<file path="src/rtl/inv_mon_pkg.sv">
// ---------------------------------------------------------------------------
// inv_mon_pkg
// Shared definitions for the inverter-chain pulse monitor:
//   - mon_state_t : measurement FSM states (WAIT, HIGH, LOW)
//   - *_DEF       : default parameter values for the monitor top
// ---------------------------------------------------------------------------
package inv_mon_pkg;

    localparam int CNT_W_DEF  = 8;
    localparam int EDGE_W_DEF = 16;
    localparam int MIN_W_DEF  = 2;

    typedef enum logic [1:0] {
        WAIT = 2'd0,
        HIGH = 2'd1,
        LOW  = 2'd2
    } mon_state_t;

endpackage

</file>
<file path="src/rtl/inv_chain_monitor_sync2.sv">
// ---------------------------------------------------------------------------
// sync2
// Two-flop synchroniser bringing an asynchronous level into the clk domain.
// Ports:
//   clk : sampling clock, rising edge
//   rst : asynchronous active-high reset, clears both flops to 0
//   d   : asynchronous input level
//   q   : synchronised level (two clocks of latency)
// ---------------------------------------------------------------------------
module sync2 (
    input  logic clk,
    input  logic rst,
    input  logic d,
    output logic q
);

    logic r_s1;
    logic r_s2;

    // Synchroniser chain: first flop may go metastable, second resolves it.
    always_ff @(posedge clk or posedge rst) begin
        if (rst) begin
            r_s1 <= 1'b0;
            r_s2 <= 1'b0;
        end else begin
            r_s1 <= d;
            r_s2 <= r_s1;
        end
    end

    assign q = r_s2;

endmodule

</file>
<file path="src/rtl/inv_chain_monitor.sv">
// ---------------------------------------------------------------------------
// inv_chain_monitor
// Synchronises the inverter-chain output, detects its edges and reports the
// width of every complete high/low pulse in clock cycles. The first partial
// pulse after reset or enable is discarded.
// Ports:
//   clk        : sole clock, rising edge
//   rst        : asynchronous active-high reset
//   din        : chain output, asynchronous to clk
//   en         : measurement enable
//   clr        : synchronous clear of edge_cnt and ovf
//   meas_valid : one-cycle strobe, a pulse just ended
//   meas_level : level of the ended pulse
//   meas_width : width of the ended pulse in cycles (saturating)
//   glitch     : ended pulse was shorter than MIN_W cycles
//   edge_cnt   : edges seen while enabled, wraps
//   ovf        : sticky, a width counter saturated
// ---------------------------------------------------------------------------
module inv_chain_monitor
    import inv_mon_pkg::*;
#(
    parameter int CNT_W  = CNT_W_DEF,
    parameter int EDGE_W = EDGE_W_DEF,
    parameter int MIN_W  = MIN_W_DEF
) (
    input  logic              clk,
    input  logic              rst,
    input  logic              din,
    input  logic              en,
    input  logic              clr,
    output logic              meas_valid,
    output logic              meas_level,
    output logic [CNT_W-1:0]  meas_width,
    output logic              glitch,
    output logic [EDGE_W-1:0] edge_cnt,
    output logic              ovf
);

    localparam logic [CNT_W-1:0]  CNT_ZERO  = {CNT_W{1'b0}};
    localparam logic [CNT_W-1:0]  CNT_ONE   = CNT_W'(1);
    localparam logic [CNT_W-1:0]  CNT_MAX   = {CNT_W{1'b1}};
    localparam logic [CNT_W-1:0]  CNT_MIN   = CNT_W'(MIN_W);
    localparam logic [EDGE_W-1:0] EDGE_ZERO = {EDGE_W{1'b0}};
    localparam logic [EDGE_W-1:0] EDGE_ONE  = EDGE_W'(1);

    logic             w_s;
    logic             r_s_d;
    logic             w_edge;
    logic             w_measuring;
    logic             w_sat;
    logic [CNT_W-1:0] w_cnt_inc;
    mon_state_t       r_state;
    logic [CNT_W-1:0] r_cnt;

    sync2 u_sync2 (
        .clk (clk),
        .rst (rst),
        .d   (din),
        .q   (w_s)
    );

    // Previous synchronised level; tracks even while disabled so that
    // re-enabling never sees a stale difference.
    always_ff @(posedge clk or posedge rst) begin
        if (rst) begin
            r_s_d <= 1'b0;
        end else begin
            r_s_d <= w_s;
        end
    end

    assign w_edge      = en & (w_s ^ r_s_d);
    assign w_measuring = en & (r_state != WAIT);
    assign w_cnt_inc   = (r_cnt == CNT_MAX) ? r_cnt : (r_cnt + CNT_ONE);
    // Saturation event: this increment is the one that lands on CNT_MAX.
    assign w_sat       = w_measuring & ~w_edge & (r_cnt != CNT_MAX) & (w_cnt_inc == CNT_MAX);

    // Measurement FSM, width counter and registered measurement outputs.
    always_ff @(posedge clk or posedge rst) begin
        if (rst) begin
            r_state    <= WAIT;
            r_cnt      <= CNT_ZERO;
            meas_valid <= 1'b0;
            meas_level <= 1'b0;
            meas_width <= CNT_ZERO;
            glitch     <= 1'b0;
        end else begin
            meas_valid <= 1'b0;
            if (!en) begin
                r_state <= WAIT;
                r_cnt   <= CNT_ZERO;
            end else begin
                case (r_state)
                    WAIT: begin
                        if (w_edge) begin
                            r_state <= w_s ? HIGH : LOW;
                            r_cnt   <= CNT_ONE;
                        end
                    end
                    HIGH, LOW: begin
                        if (w_edge) begin
                            meas_valid <= 1'b1;
                            meas_level <= r_s_d;
                            meas_width <= r_cnt;
                            glitch     <= (r_cnt < CNT_MIN);
                            r_cnt      <= CNT_ONE;
                            r_state    <= w_s ? HIGH : LOW;
                        end else begin
                            r_cnt <= w_cnt_inc;
                        end
                    end
                    default: begin
                        r_state <= WAIT;
                        r_cnt   <= CNT_ZERO;
                    end
                endcase
            end
        end
    end

    // Edge counter; a clear coinciding with an edge keeps that edge.
    always_ff @(posedge clk or posedge rst) begin
        if (rst) begin
            edge_cnt <= EDGE_ZERO;
        end else if (clr) begin
            edge_cnt <= w_edge ? EDGE_ONE : EDGE_ZERO;
        end else if (w_edge) begin
            edge_cnt <= edge_cnt + EDGE_ONE;
        end
    end

    // Sticky overflow; a saturation in the clear cycle wins over the clear.
    always_ff @(posedge clk or posedge rst) begin
        if (rst) begin
            ovf <= 1'b0;
        end else if (w_sat) begin
            ovf <= 1'b1;
        end else if (clr) begin
            ovf <= 1'b0;
        end
    end

endmodule

</file>
<file path="config.mk">
export PLATFORM = sky130hd
export DESIGN_NAME = inv_chain_monitor
export DESIGN_NICKNAME = d
export VERILOG_FILES = /design/src/rtl/inv_mon_pkg.sv /design/src/rtl/inv_chain_monitor_sync2.sv /design/src/rtl/inv_chain_monitor.sv
export SDC_FILE = /design/constraint.sdc
export NUM_CORES = 1
export LEC_CHECK = 0
export BUFFER_PORTS_ARGS = -buffer_cell sky130_fd_sc_hd__buf_2
export CORE_ASPECT_RATIO = 1.2
export CORE_MARGIN = 1
export CORE_UTILIZATION = 50
export CTS_BUF_LIST = sky130_fd_sc_hd__clkbuf_8
export DETAILED_ROUTE_END_ITERATION = 6
export GPL_ROUTABILITY_DRIVEN = 0
export PLACE_DENSITY = 0.83
export RECOVER_POWER = 25
export SETUP_SLACK_MARGIN = 0.2
export SYNTH_ARGS = -nofsm -noshare
export SYNTH_HDL_FRONTEND = slang
export SYNTH_HIERARCHICAL = 1
export SYNTH_SLANG_ARGS = --single-unit
</file>
<file path="constraint.sdc">
create_clock -name clk -period 2 [get_ports clk]
set_input_delay 0.6 -clock clk [delete_from_list [all_inputs] [get_ports clk]]
set_output_delay 0.6 -clock clk [all_outputs]
set_load 0.01 [all_outputs]
</file>
== Word level (Yosys, flattened, before mapping) ==
Index checks and enable logic that the tools add are counted.

* Input port bits: 5
* RAM bits: 0
* Register bits after elaboration: 41
* Latch bits: 0
* Bits in read-only memories: 0
* Logic and storage cells: 52
* Memories kept: 0
* Output and inout port bits: 28

* Add/subtract/negate cells: 2
* Div/mod/pow operators: 0
* Shift operators: 0
* Bitwise operators: 7
* Reduce and logical (&&, ||, !) cells: 7
* Multiply operators: 0
* Magnitude comparators: 1
* Equality and inequality tests: 7
* Multiplexer cells: 17

{| class="wikitable"
|+ Operators by type and width
! kind !! count
|-
| 16-bit two-way mux || 2
|-
| 8-bit two-way mux || 4
|-
| 16-bit by 1-bit adder with 16-bit output (second input constant) || 1
|-
| 8-bit equality test (second input constant) || 2
|-
| 8-bit one-hot mux with 2 select lines || 1
|-
| 8-bit by 1-bit adder with 8-bit output (second input constant) || 1
|-
| 8-bit by 2-bit < comparator with 1-bit output (second input constant) || 1
|-
| 2-bit two-way mux || 4
|-
| 8-bit != test (second input constant) || 1
|-
| 1-bit two-way mux || 6
|-
| 2-bit nonzero test || 3
|-
| 1-bit bitwise AND || 5
|-
| 3-bit by 2-bit != test with 1-bit output (second input constant) || 1
|-
| 3-bit != test (second input constant) || 1
|-
| 3-bit AND reduction || 1
|-
| 3-bit OR reduction || 1
|-
| 2-bit by 1-bit equality test with 1-bit output (second input constant) || 1
|-
| 2-bit equality test (second input constant) || 1
|-
| 2-bit logical NOT || 1
|-
| 2-bit OR reduction || 1
|-
| 1-bit inverter || 1
|-
| 1-bit bitwise XOR || 1
|}

== Logic depth before layout (Yosys ltp) ==
* Depth in word-level cells: 7
* Gate-level depth with buffers: 7
* Gate-level depth less buffers: 6

== Cells and area by module ==
Netlist, hierarchy kept.

{| class="wikitable"
|+ By module, submodules not included
! module !! times used !! area an instance (um^2) !! cells each !! sequential area each (um^2)
|-
| inv_chain_monitor || 1 || 2068.2 || 213 || 975.9
|-
| sync2 || 1 || 53.8 || 3 || 50.0
|}

== Worst setup path before layout ==
No wires, ideal clock.

* Path kind: register to register
* Start: register edge_cnt[6]
* End: register edge_cnt[14]
* Required time: 1.922 ns
* Library setup time: 0.078 ns
* Stages on the path, launching flop included: 5
* Data arrival time: 1.561 ns
* Clock period less this slack: 1.639 ns
* Setup slack: 0.361 ns
* Path buffers: 0
* Cells stage by stage: dfrtp_1 > and4_1 > nand4_1 > or4_1 > a21oi_1

* Longest elaborated chain between the ends: 3

{| class="wikitable"
|+ Ends and longest elaborated chain
! item !! RTL line !! source
|-
| from (decl) || inv_chain_monitor.sv:35 || <nowiki>output logic [EDGE_W-1:0] edge_cnt,</nowiki>
|-
| from (signal assigned) || inv_chain_monitor.sv:126 || <nowiki>edge_cnt <= w_edge ? EDGE_ONE : EDGE_ZERO;</nowiki>
|-
| from (signal assigned) || inv_chain_monitor.sv:128 || <nowiki>edge_cnt <= edge_cnt + EDGE_ONE;</nowiki>
|-
| 16-bit by 1-bit adder with 16-bit output || inv_chain_monitor.sv:128 ||
|-
| 16-bit two-way mux || inv_chain_monitor.sv:127 || <nowiki>end else if (w_edge) begin</nowiki>
|-
| 16-bit two-way mux || inv_chain_monitor.sv:125 || <nowiki>end else if (clr) begin</nowiki>
|}

Every way passes these cells. The select of a mux whose other input is x is not followed.
A chain may end at the register's enable or synchronous reset.

== Worst setup path after layout ==
* Start: register edge_cnt[7]
* End: register edge_cnt[15]

Same word-level chain as after synthesis.

==> key figures <==
Min path
  – Tightest Hold Check Type: primary input to asynchronous set/reset pin

Clock tree
  – # H-tree levels: 2
  – Root buf cell: clkbuf_8
  – TritonCTS clock tree: yes
  – TritonCTS Buffers: 5
  – Clock-pin slew on the worst setup and hold paths: 0.08 ns
  – TritonCTS sink count: 41
  – # hold bufs at CTS: 0
  – Worst-Skew Late Latency: 0.29 ns
  – Bufs on Longest Clock Path: 2

Yosys
  – Asr flop ratio synth: 100%
  – Synthesized area: 2120 um^2
  – Number of synthesized flops with an enable pin: 0
  – Average cell area after synthesis: 9.82 um^2
  – Count leader, synth: dfrtp_1
  – Syn Nets: 225
  – Yosys warnings: 6
  – Top_reg_cell synth: dfrtp_1
  – Part of the Yosys area used for sequential elements: 48.3%
  – Cell variety after synth: 42
  – Top post-synthesis cells by area: dfrtp_1, o21ai_0, a21oi_1
  – Seq cells post-synth: 41
  – Synth cell count leaders: dfrtp_1, nand2_1, o21ai_0
  – Top-area cell type share of the netlist area: 48.3%
  – Synthesized instance count: 216
  – Post-synth top area cell: dfrtp_1

Timing
  – Final setup violation count: 0
  – Tightest Pin Transition: 0.953 ns
  – Final Hold Fails: 0
  – Setup ws final: 0.294 ns
  – Rel. slew slack: 36.4%
  – Min cycle time layout: 1.71 ns
  – Final setup skew: 0.00574 ns
  – Fin. max-slew vios: 0
  – Setup tns final: 0 ns
  – Achievable Freq: 586 MHz
  – Final period util: 85.3%
  – RSZ-0062 raised after global routing: yes

Worst setup path
  – FF-to-FF setup slack: 0.29 ns
  – CP Launch Type: flop
  – Slowest stage cell, crit path: dfrtp_1
  – CP arrival: 1.87 ns
  – Crit Reg-Reg Endpoint: edge_cnt[15]
  – Critical path, cell by cell: and4_1 -> nand4_1 -> buf_4 -> o31ai_1 -> a21oi_1
  – Critical path origin: edge_cnt[7]
  – Worst R2R Path Depth: 5
  – Req. time, crit path: 2.16 ns
  – Worst path max stage delay: 0.42 ns
  – R2r startpoint: edge_cnt[7]
  – Max FO, Critical Path: 7
  – Worst setup EP type: flop
  – Crit path to: edge_cnt[15]
  – Crit Path Class: flop to flop

Placed design
  – Pre-CTS setup slack: 0.0674 ns
  – Final HPWL DP: 2.99 mm
  – Buffers added on ports: 32

Layout
  – Nets@finish: 265
  – Layout Utilization: 62.9%
  – Layout area overhead: 18.8%
  – Proportion of layout cells with a drive suffix above 1: 24.9%
  – Number of diodes: 0

GRT
  – Total GRT Usage: 21.3%
  – Initial antenna violation count: 0
  – Overflow after GRT: 0
  – First-pass GRT wire length: 7.08 mm
  – Largest net degree at the start of global routing: 40
  – Vias in the first global route: 1587

Drt
  – DRC: 0
  – Pre-Repair DR Iteration Count: 4
  – Routed wire length: 4.41 mm
  – DR WL/cell: 14.2 um
  – Drt first-iter violations: 154
  – Antenna Nets Post-Route: 0
  – Total number of vias: 1804
  – Post-DR vias/cell: 5.80

Floorplan
  – Chip Width: 61.5 um
  – Core Rows: 25
  – Initial core utilization: 53.0%
  – Die Y-Extent: 73.4 um
  – Core Area: 4000 um^2
  – I/O pin cnt: 33
  – Die area: 4510 um^2

Power and ir drop
  – Lkg Pwr: 1.15 nW
  – Power, Total: 0.00177 W
  – Worst IR Drop VDD: 0.508 mV
  – Pwr Density: 702 nW/um^2

Flow run
  – Max-Cap Viols: 0

Status
  – Status: complete, no violations
==> critical path, delay by kind of cell (launching register included) <==
family / cells / cell delay (ns)
buffers and inverters: 1 / 0.23
AO/OA/AOI/OAI: 2 / 0.47
AND/OR/NAND/NOR: 2 / 0.46
flip-flops: 1 / 0.42
==> cell type report <==
type / count / area [um^2]
fill: 359 / 1480
sequential: 41 / 1030
multi-input combinational: 153 / 1020
timing repair buffer: 45 / 255
clock buffer: 6 / 82.6
tap: 54 / 67.6
inverter: 10 / 37.5
clock inverter: 2 / 33.8
==> worst min path at each step <==
stage	endpoint	cells after the start	from	slack [ns]
floorplan	u_sync2/q	0	u_sync2/r_s1	0.33
finish	u_sync2/r_s1	2	rst	0.15
CTS	u_sync2/r_s1	2	rst	0.15
global placement	u_sync2/q	0	u_sync2/r_s1	0.34
detailed placement	u_sync2/q	0	u_sync2/r_s1	0.34
global route	u_sync2/r_s1	2	rst	0.15
==> power breakdown <==
group,leakage [nW],switching [W],internal [W],total (W)
registers,0.554,0.0000287,0.000866,0.000895
logic,0.532,0.000112,0.0000830,0.000195
clock network,0.0626,0.000276,0.000402,0.000678
total,1.15,0.000417,0.00135,0.00177
==> logic make-up (layout without fill, tap and decap cells) <==
family | Yosys count | count (layout) | share of synthesized area [%]
AO/OA/AOI/OAI | 57 | 57 | 16.3
XOR/XNOR | 8 | 8 | 3.66
adder cells (fa/ha/maj) | 6 | 6 | 3.30
buffers and inverters | 22 | 63 | 4.30
flip-flops | 41 | 41 | 48.3
multiplexers | 9 | 9 | 4.66
AND/OR/NAND/NOR | 73 | 73 | 19.4
==> registers in the layout, summed over array words and instances, names as in the netlist, 2 cells and up <==
signal	flops
meas_width	8
r_cnt	8
r_state	2
edge_cnt	16
==> metrics by stage <==
stage | hold WS (ns) | cells | area [um^2]
floorplan | 0.331 | 216 | 2120
global placement | 0.341 | 299 | 2360
detailed placement | 0.343 | 299 | 2360
CTS | 0.145 | 309 | 2510
global route | 0.146 | 311 | 2520
finish | 0.150 | 311 | 2520
==> what timing repair did <==
| item | 4_1_cts | 5_1_grt |
|---|---|---|
| endpoints found under the hold margin | 0 | 0 |
| pin swaps | 2 | 0 |
| gates cloned | 0 | 0 |
| buffers inserted | 2 | 2 |
| resized for setup | 1 | 1 |
| endpoints found under the setup margin | 8 | 5 |
==> cell usage in the layout (no fill, tap or decap), types with 2 or more instances in the layout <==
master	Yosys	final
nand2_1	18	18
nor2b_1	2	2
buf_2	1	32
a21boi_0	2	2
clkbuf_8	0	6
nand4_1	6	6
a41oi_1	3	3
and2_1	5	5
nor4_1	2	2
inv_1	10	11
nand3_1	11	11
mux2_2	7	7
mux2i_1	2	2
or4_1	4	4
a21oi_1	16	16
ha_1	4	4
xor2_1	3	3
a31oi_1	4	4
nand3_2	2	2
dfrtp_1	41	40
maj3_1	2	2
or3_1	7	7
nor3_1	2	2
o31ai_1	8	8
buf_4	0	12
nor2_1	6	6
o21bai_1	2	2
and4_1	2	2
o21ai_0	17	17
xnor2_1	4	4
==> routing by layer <==
metal,track usage [%],vias up,wire length (um)
met5,0,-,0
met4,9.38,0,104
met3,4.40,10,188
met2,35.6,49,2270
met1,26.0,869,1840
li1,-,876,-
Power figures use the tool's default switching activity.
